### src/rtl/preg_alloc_ctrl_pkg.sv
// Shared rename-stage types and defaults for the physical register allocator.
package rename_pkg;

  localparam int PREGWIDE_DEF = 7;
  localparam int PBUFDEEP_DEF = 2;
  localparam int RBUFDEEP_DEF = 4;

  typedef enum logic [1:0] {
    RUN    = 2'd0,
    FLUSH  = 2'd1,
    REFILL = 2'd2
  } alloc_state_e;

  function automatic logic [1:0] popcnt2(input logic [1:0] v);
    return {1'b0, v[0]} + {1'b0, v[1]};
  endfunction

endpackage

### src/rtl/preg_alloc_ctrl_if.sv
// Rename/commit/freelist signal bundle seen by the physical register allocator.
import rename_pkg::*;

interface preg_alloc_ctrl_if #(
  parameter int PREGWIDE = PREGWIDE_DEF
);
  logic [1:0]          AllocReq;
  logic [1:0]          AllocGrant;
  logic [PREGWIDE-1:0] AllocPreg0;
  logic [PREGWIDE-1:0] AllocPreg1;
  logic [1:0]          ReleaseValid;
  logic [PREGWIDE-1:0] ReleasePreg0;
  logic [PREGWIDE-1:0] ReleasePreg1;
  logic                ReleaseReady;
  logic                FlushReq;
  logic                FlRable;
  logic [PREGWIDE-1:0] FlPreOut;
  logic                FlEmpty;
  logic                FlWable;
  logic [PREGWIDE-1:0] FlDin;
  logic                FlClean;
  logic                Busy;

  // Environment side: rename/commit stages plus the freelist storage.
  modport master (
    output AllocReq, ReleaseValid, ReleasePreg0, ReleasePreg1, FlushReq, FlPreOut, FlEmpty,
    input  AllocGrant, AllocPreg0, AllocPreg1, ReleaseReady, FlRable, FlWable, FlDin,
           FlClean, Busy
  );

  // Allocator side.
  modport slave (
    input  AllocReq, ReleaseValid, ReleasePreg0, ReleasePreg1, FlushReq, FlPreOut, FlEmpty,
    output AllocGrant, AllocPreg0, AllocPreg1, ReleaseReady, FlRable, FlWable, FlDin,
           FlClean, Busy
  );
endinterface

### src/rtl/preg_alloc_ctrl_rel_fifo.sv
// Release buffer: two pushes and one pop per cycle, with occupancy count.
// Caller guarantees no overflow (checks free space) and no underflow (count != 0).
module preg_rel_fifo
  import rename_pkg::*;
#(
  parameter  int WIDTH = PREGWIDE_DEF,
  parameter  int DEPTH = RBUFDEEP_DEF,
  localparam int CW    = $clog2(DEPTH + 1),
  localparam int PW    = (DEPTH > 1) ? $clog2(DEPTH) : 1
) (
  input  logic             Clk,
  input  logic             Rest,
  input  logic             clear,
  input  logic             push0,
  input  logic [WIDTH-1:0] din0,
  input  logic             push1,
  input  logic [WIDTH-1:0] din1,
  input  logic             pop,
  output logic [WIDTH-1:0] head,
  output logic [CW-1:0]    count
);

  logic [WIDTH-1:0] mem [DEPTH];
  logic [PW-1:0]    wptr;
  logic [PW-1:0]    rptr;
  logic [PW-1:0]    wslot1;

  function automatic logic [PW-1:0] wrap_inc(input logic [PW-1:0] p);
    return (int'(p) == DEPTH - 1) ? '0 : p + 1'b1;
  endfunction

  // A lone slot1 release takes the next free entry, keeping the queue dense.
  assign wslot1 = push0 ? wrap_inc(wptr) : wptr;
  assign head   = mem[rptr];

  // Pointer and occupancy update; clear empties the queue without touching data.
  always_ff @(posedge Clk) begin
    if (Rest || clear) begin
      wptr  <= '0;
      rptr  <= '0;
      count <= '0;
    end else begin
      case ({push1, push0})
        2'b00:   wptr <= wptr;
        2'b11:   wptr <= wrap_inc(wrap_inc(wptr));
        default: wptr <= wrap_inc(wptr);
      endcase
      if (pop) rptr <= wrap_inc(rptr);
      count <= count + CW'(push0) + CW'(push1) - CW'(pop);
    end
  end

  // Entry storage, slot0 ahead of slot1.
  always_ff @(posedge Clk) begin
    if (push0) mem[wptr] <= din0;
    if (push1) mem[wslot1] <= din1;
  end

endmodule

### src/rtl/preg_alloc_ctrl.sv
// Physical register allocator: prefetches freelist heads into a small buffer,
// grants them to rename slots, and funnels committed releases back to the freelist.
// PBUFDEEP must be at least 2 so both rename slots can be served in one cycle.
//
// state  | meaning
// RUN    | prefetch, grant, accept and drain releases
// FLUSH  | one-cycle freelist clean pulse, buffers cleared
// REFILL | freelist pointers settle, everything idle
module preg_alloc_ctrl
  import rename_pkg::*;
#(
  parameter int PREGWIDE = PREGWIDE_DEF,
  parameter int PBUFDEEP = PBUFDEEP_DEF,
  parameter int RBUFDEEP = RBUFDEEP_DEF
) (
  input logic              Clk,
  input logic              Rest,
  preg_alloc_ctrl_if.slave bus
);

  localparam int PCW = $clog2(PBUFDEEP + 1);
  localparam int RCW = $clog2(RBUFDEEP + 1);
  localparam int P1  = (PBUFDEEP > 1) ? 1 : 0;

  alloc_state_e        state;
  logic                busy_q;
  logic                clean_q;
  logic [PCW-1:0]      pcnt;
  logic [PREGWIDE-1:0] pbuf     [PBUFDEEP];
  logic [PREGWIDE-1:0] pbuf_nxt [PBUFDEEP];
  logic                run;
  logic                grant_ok;
  logic                rable;
  logic [1:0]          req_n;
  logic [1:0]          ngrant;
  int                  avail;
  logic [PREGWIDE-1:0] preg0;
  logic [PREGWIDE-1:0] preg1;
  logic [RCW-1:0]      rcnt;
  logic [PREGWIDE-1:0] rhead;
  logic                rel_ok;
  logic                push0;
  logic                push1;
  logic                drain;

  // Every output is gated by run/Rest so reset forces them low immediately.
  assign run      = (state == RUN) && !Rest;
  assign req_n    = popcnt2(bus.AllocReq);
  assign grant_ok = run && !bus.FlushReq && (int'(req_n) <= int'(pcnt));
  assign ngrant   = grant_ok ? req_n : 2'd0;
  assign avail    = int'(pcnt) - int'(ngrant);
  assign rable    = run && !bus.FlushReq && !bus.FlEmpty && (avail < PBUFDEEP);

  assign rel_ok = run && (int'(rcnt) + 2 <= RBUFDEEP);
  assign push0  = rel_ok && !bus.FlushReq && bus.ReleaseValid[0] && (bus.ReleasePreg0 != '0);
  assign push1  = rel_ok && !bus.FlushReq && bus.ReleaseValid[1] && (bus.ReleasePreg1 != '0);
  assign drain  = run && (rcnt != '0);

  // Oldest entry to the lowest requesting slot; tags come only from registered storage.
  always_comb begin
    preg0 = '0;
    preg1 = '0;
    if (grant_ok) begin
      if (bus.AllocReq[0]) begin
        preg0 = pbuf[0];
        if (bus.AllocReq[1]) preg1 = pbuf[P1];
      end else if (bus.AllocReq[1]) begin
        preg1 = pbuf[0];
      end
    end
  end

  // Shift out granted entries, then append the freelist head behind the survivors.
  always_comb begin
    for (int i = 0; i < PBUFDEEP; i++) begin
      pbuf_nxt[i] = pbuf[i];
      if (i + int'(ngrant) < PBUFDEEP) pbuf_nxt[i] = pbuf[i + int'(ngrant)];
    end
    if (rable) pbuf_nxt[avail] = bus.FlPreOut;
  end

  // Prefetch occupancy; a flush discards everything prefetched.
  always_ff @(posedge Clk) begin
    if (Rest || state == FLUSH) pcnt <= '0;
    else                        pcnt <= pcnt - PCW'(ngrant) + PCW'(rable);
  end

  // Prefetch entry storage.
  always_ff @(posedge Clk) begin
    for (int i = 0; i < PBUFDEEP; i++) pbuf[i] <= pbuf_nxt[i];
  end

  // Flush sequencer; a flush request from any state restarts the sequence.
  always_ff @(posedge Clk) begin
    if (Rest) begin
      state   <= RUN;
      busy_q  <= 1'b0;
      clean_q <= 1'b0;
    end else if (bus.FlushReq) begin
      state   <= FLUSH;
      busy_q  <= 1'b1;
      clean_q <= 1'b1;
    end else begin
      case (state)
        RUN: begin
          busy_q  <= 1'b0;
          clean_q <= 1'b0;
        end
        FLUSH: begin
          state   <= REFILL;
          busy_q  <= 1'b1;
          clean_q <= 1'b0;
        end
        REFILL: begin
          state   <= RUN;
          busy_q  <= 1'b0;
          clean_q <= 1'b0;
        end
        default: begin
          state   <= RUN;
          busy_q  <= 1'b0;
          clean_q <= 1'b0;
        end
      endcase
    end
  end

  preg_rel_fifo #(
    .WIDTH (PREGWIDE),
    .DEPTH (RBUFDEEP)
  ) u_rel_fifo (
    .Clk   (Clk),
    .Rest  (Rest),
    .clear (state == FLUSH),
    .push0 (push0),
    .din0  (bus.ReleasePreg0),
    .push1 (push1),
    .din1  (bus.ReleasePreg1),
    .pop   (drain),
    .head  (rhead),
    .count (rcnt)
  );

  assign bus.AllocGrant   = grant_ok ? bus.AllocReq : 2'b00;
  assign bus.AllocPreg0   = preg0;
  assign bus.AllocPreg1   = preg1;
  assign bus.ReleaseReady = rel_ok;
  assign bus.FlRable      = rable;
  assign bus.FlWable      = drain;
  assign bus.FlDin        = drain ? rhead : '0;
  assign bus.FlClean      = clean_q && !Rest;
  assign bus.Busy         = busy_q && !Rest;

endmodule

### src/flat_wrapper.sv
// flat-port wrapper written by rule: the top's interface ports become plain ports
module preg_alloc_ctrl_flat import rename_pkg::*;
#(
  parameter int PREGWIDE = PREGWIDE_DEF,
  parameter int PBUFDEEP = PBUFDEEP_DEF,
  parameter int RBUFDEEP = RBUFDEEP_DEF
)
  (Clk, Rest, bus_AllocReq, bus_ReleaseValid, bus_ReleasePreg0, bus_ReleasePreg1, bus_FlushReq, bus_FlPreOut, bus_FlEmpty, bus_AllocGrant, bus_AllocPreg0, bus_AllocPreg1, bus_ReleaseReady, bus_FlRable, bus_FlWable, bus_FlDin, bus_FlClean, bus_Busy);
  preg_alloc_ctrl_if #(.PREGWIDE(PREGWIDE)) bus_i ();
  input logic Clk;
  input logic Rest;
  input wire logic [$bits(bus_i.AllocReq)-1:0] bus_AllocReq;
  input wire logic [$bits(bus_i.ReleaseValid)-1:0] bus_ReleaseValid;
  input wire logic [$bits(bus_i.ReleasePreg0)-1:0] bus_ReleasePreg0;
  input wire logic [$bits(bus_i.ReleasePreg1)-1:0] bus_ReleasePreg1;
  input wire logic [$bits(bus_i.FlushReq)-1:0] bus_FlushReq;
  input wire logic [$bits(bus_i.FlPreOut)-1:0] bus_FlPreOut;
  input wire logic [$bits(bus_i.FlEmpty)-1:0] bus_FlEmpty;
  output wire logic [$bits(bus_i.AllocGrant)-1:0] bus_AllocGrant;
  output wire logic [$bits(bus_i.AllocPreg0)-1:0] bus_AllocPreg0;
  output wire logic [$bits(bus_i.AllocPreg1)-1:0] bus_AllocPreg1;
  output wire logic [$bits(bus_i.ReleaseReady)-1:0] bus_ReleaseReady;
  output wire logic [$bits(bus_i.FlRable)-1:0] bus_FlRable;
  output wire logic [$bits(bus_i.FlWable)-1:0] bus_FlWable;
  output wire logic [$bits(bus_i.FlDin)-1:0] bus_FlDin;
  output wire logic [$bits(bus_i.FlClean)-1:0] bus_FlClean;
  output wire logic [$bits(bus_i.Busy)-1:0] bus_Busy;
  assign bus_i.AllocReq = bus_AllocReq;
  assign bus_i.ReleaseValid = bus_ReleaseValid;
  assign bus_i.ReleasePreg0 = bus_ReleasePreg0;
  assign bus_i.ReleasePreg1 = bus_ReleasePreg1;
  assign bus_i.FlushReq = bus_FlushReq;
  assign bus_i.FlPreOut = bus_FlPreOut;
  assign bus_i.FlEmpty = bus_FlEmpty;
  assign bus_AllocGrant = bus_i.AllocGrant;
  assign bus_AllocPreg0 = bus_i.AllocPreg0;
  assign bus_AllocPreg1 = bus_i.AllocPreg1;
  assign bus_ReleaseReady = bus_i.ReleaseReady;
  assign bus_FlRable = bus_i.FlRable;
  assign bus_FlWable = bus_i.FlWable;
  assign bus_FlDin = bus_i.FlDin;
  assign bus_FlClean = bus_i.FlClean;
  assign bus_Busy = bus_i.Busy;
  preg_alloc_ctrl #(.PREGWIDE(PREGWIDE), .PBUFDEEP(PBUFDEEP), .RBUFDEEP(RBUFDEEP)) u_core (.Clk(Clk), .Rest(Rest), .bus(bus_i));
endmodule
### config.mk
export PLATFORM = sky130hd
export DESIGN_NAME = preg_alloc_ctrl_flat
export DESIGN_NICKNAME = d
export VERILOG_FILES = /design/src/rtl/preg_alloc_ctrl_pkg.sv /design/src/rtl/preg_alloc_ctrl_if.sv /design/src/rtl/preg_alloc_ctrl_rel_fifo.sv /design/src/rtl/preg_alloc_ctrl.sv /design/src/flat_wrapper.sv
export SDC_FILE = /design/constraint.sdc
export NUM_CORES = 1
export LEC_CHECK = 0
export BUFFER_PORTS_ARGS = -buffer_cell sky130_fd_sc_hd__clkbuf_2
export CAP_MARGIN = 25
export CELL_PAD_IN_SITES_DETAIL_PLACEMENT = 1
export CELL_PAD_IN_SITES_GLOBAL_PLACEMENT = 2
export CORE_ASPECT_RATIO = 1.5
export CORE_MARGIN = 1
export CORE_UTILIZATION = 37
export CTS_CLUSTER_DIAMETER = 100
export CTS_CLUSTER_SIZE = 28
export DETAILED_ROUTE_END_ITERATION = 8
export PLACE_DENSITY_LB_ADDON = 0.25
export SYNTH_ARGS = -nofsm -noshare
export SYNTH_HDL_FRONTEND = slang
export SYNTH_SLANG_ARGS = --single-unit
### constraint.sdc
create_clock -name Clk -period 3.8 [get_ports Clk]
set_input_delay 0 -clock Clk [delete_from_list [all_inputs] [get_ports Clk]]
set_output_delay 0 -clock Clk [all_outputs]
set_load 0.01 [all_outputs]
==> results.md <==
- Status: finished, final reports clean
- Post-synth cell types: 50
- Synth Net Count: 316
- Endpoint class of the critical path: register
- Pwr per Cell Area: between 400 and 500 nW/µm²
- First-pass GRT wire length: around 12000 µm
- DR vias/cell: 5.096
- Finished layout cell area: 4006 µm²
- H-tree Lvls: 3
- Synth Register Bits: 57
- Met1 usage: 0.1905
- Final setup viols: 0
- Nets@finish: 387
- Area after DPL: approximately 3600 µm²
- Clock transition at path regs: 0.05 ns
- GPL Wtd Cong: 0.7537
- WL/cell: 16.33 µm
- 1st-pass router iterations: 4
- WS Path Type: primary input to register
- Placement Rows: 41
- Total CTS buffers: 9
- Die width: 78.24 µm
- Area delta synth->final: 24.20%
- GR Layer Usage met3: 0.03672
- Vias post-DR: between 2k and 2.5k
- HP Class: primary input to register
- Slowest-stage cell, CP: or4_4
- Starting DRT DRC Count: between 60 and 70
- CP arrival: 3.43 ns
- Clock Latency Late Sink: 0.33 ns
- Setup tns final: 0 ns
- Share of the clock period used by the worst path: 0.8340
- Routed Wire Length: 7445 µm
- Layout cells sized above 1: 0.3954
- Largest net degree at the start of global routing: 17
- Clock buffer depth: 2
- Crit-path cells: dlygate4sd3_1 -> clkbuf_2 -> or4_4 -> a2111o_1 -> nor2_1 -> fa_1 -> nor2_1 -> nor3_1 -> xnor2_1 -> ha_1 -> xnor2_1 -> or3_1 -> a21oi_1
- Startpoint Class: primary input
- Skew final: 0.004164 ns
- Fillers: 938
- Die area: approximately 9100 µm²
- EDFF count, synth: 28
- Mapped Area: 3226 µm²
- Final Util: 0.4762
- Final hold viol count: 0
- Async SR Flop Fraction: 0
- Core area: 8413 µm²
- Vias in the first global route: 2439
- Post-route DRC: 0
- Initial antenna violation count: 0
- Critical path peak fanout: 10
- Measured slew at the worst slew-check pin: 0.6789 ns
- Syn avg cell area: about 12 µm²
- All-Layer GR Usage: 0.1810
- Setup repair after global routing missed its margin: false
- Io pins: 57
- Final Slew Violations: 0
- Global route overflow: 0
- Leakage power: 0.001703 µW
- Max-Cap Viols: 0
- Initial Util: 0.3834
- Synth Instances: 273
- Ys flop type: dfxtp_1
- Relative slew slack: 0.5415
- Critical Path RT: 4.06 ns
- TritonCTS clock tree: done
- FMAX: 315.6 MHz
- GR peak layer: met2
- GR Util met2: 0.3404
- CTS sink count: 57
- Slowest stage delay, CP: 0.56 ns
- Peak supply drop: roughly 0.25 mV
- Tmin final: approximately 3.2 ns
- Antenna Violating Nets Remaining: 0
- Dpl hpwl: around 5500 µm
- Post-synthesis sequential area ratio: 0.4407
- Postcts setup bufs: 0
- Ys Warns: 0
- Buffers on Ports: 56
- Antenna Cells: 0
- Chip height: 116.4 µm
- Clk Tree Root Cell: clkbuf_16
-- power breakdown --
group / internal (µW) / switching (µW) / leakage [µW] / total [µW]
combinational: 235 / 187 / 0.00108 / 422
sequential: 737 / 68.1 / 0.000493 / 805
clock: 497 / 266 / 0.000134 / 764
total: 1470 / 521 / 0.00170 / 1990
-- layer usage --
layer / wire length (µm) / up-vias
li1: - / 1145
met1: 2890 / 1122
met2: 4160 / 48
met3: 259 / 9
met4: 134 / 0
met5: 0 / -
-- flip-flops by register name, indices dropped and copies added, names as in the netlist, named ones only --
signal,flops
u_core.u_rel_fifo.wptr,2
u_core.u_rel_fifo.mem,28
u_core.u_rel_fifo.count,3
u_core.pbuf,14
u_core.state,2
u_core.pcnt,2
u_core.busy_q,1
u_core.u_rel_fifo.rptr,2
u_core.clean_q,1
-- final cells by class --
type                            count  area, µm²  area share
Timing Repair Buffer               71      417.9      0.1043
Tap cell                          107      133.9     0.03342
Clock buffer                        9      225.2     0.05621
Inverter                           14      52.55     0.01312
Multi-Input combinational cell    191       1694      0.4229
Sequential cell                    57       1421      0.3548
Clock inverter                      7      61.31     0.01530
-- cells in the mapped netlist, types with 2 or more instances --
cell / n / area, µm²
xnor2_1: 3 / 26.28
and2_1: 5 / 31.28
ha_1: 11 / 137.6
nor2_1: 16 / 60.06
nand3_1: 6 / 30.03
o21ai_0: 4 / 20.02
or2_2: 2 / 12.51
clkbuf_1: 7 / 26.28
nand2_1: 11 / 41.29
a21oi_1: 5 / 25.02
o31ai_1: 2 / 15.01
nor2b_1: 14 / 87.58
mux4_2: 7 / 157.7
nor3_1: 7 / 35.03
mux2_2: 42 / 473.0
mux2_4: 7 / 105.1
nor4b_1: 2 / 17.52
fa_1: 3 / 60.06
a21oi_2: 2 / 17.52
a21boi_0: 2 / 15.01
o21ai_2: 2 / 17.52
buf_6: 2 / 22.52
dfxtp_1: 29 / 580.6
nand2b_1: 2 / 12.51
inv_1: 14 / 52.55
and3_1: 8 / 50.05
mux2i_1: 8 / 80.08
edfxtp_1: 28 / 840.8
-- cells in the final DEF, fill, tap and decap left out, drive strengths merged, types with 2 or more instances in the layout --
| cell | count |
|---|---|
| a21boi | 3 |
| a21oi | 7 |
| and2 | 5 |
| and3 | 8 |
| buf | 5 |
| clkbuf | 65 |
| clkinv | 4 |
| clkinvlp | 2 |
| dfxtp | 29 |
| dlygate4sd3 | 10 |
| edfxtp | 28 |
| fa | 3 |
| ha | 11 |
| inv | 14 |
| mux2 | 49 |
| mux2i | 8 |
| mux4 | 7 |
| nand2 | 11 |
| nand2b | 2 |
| nand3 | 6 |
| nor2 | 16 |
| nor2b | 14 |
| nor3 | 7 |
| nor4b | 2 |
| o21ai | 6 |
| o31ai | 2 |
| or2 | 3 |
| or4 | 2 |
| xnor2 | 3 |
-- worst paths after layout --
path | startpoint | to | slack [ns] | cells after the start
worst max-delay path | Rest | u_core.pcnt[1] | 0.63 | 13
worst min-delay path | bus_ReleasePreg1[2] | u_core.u_rel_fifo.mem[3][2] | 0.04 | 2
worst max register to register | u_core.state[0] | u_core.pcnt[1] | 0.68 | 11
worst min register to register | u_core.u_rel_fifo.rptr[1] | u_core.u_rel_fifo.rptr[1] | 0.47 | 2
-- what timing repair did --
action | in CTS | in global routing
hold buffers | 10 | 0
endpoints found under the hold margin | 18 | 0
gates resized for setup | 0 | 0
-- critical path: cells and delay by family --
family	cells	cell delay [ns]
compound gates	2	0.59
xor+xnor	2	0.27
fa+ha+maj	2	0.64
buf+inv	2	0.73
simple gates	5	1.20
-- metrics by stage --
| step | cells | power (µW) | setup slack (ns) | hold slack [ns] |
|---|---|---|---|---|
| floorplan | 273 | 1110 | 0.5688 | 0.07674 |
| global placement | 430 | 1222 | 0.6907 | 0.2407 |
| detailed placement | 430 | 1236 | 0.5586 | 0.2389 |
| CTS | 456 | 2022 | 0.6128 | 0.02831 |
| global route | 456 | 2101 | 0.3194 | 0.04747 |
| finish | 456 | 1990 | 0.6309 | 0.04250 |
-- cell families after synthesis --
family / share of synthesized area
buf+inv: 0.03413
compound gates: 0.06207
fa+ha+maj: 0.06129
xor+xnor: 0.01086
mux: 0.2529
flops: 0.4407
simple gates: 0.1381
(Power assumes the default switching activity.)
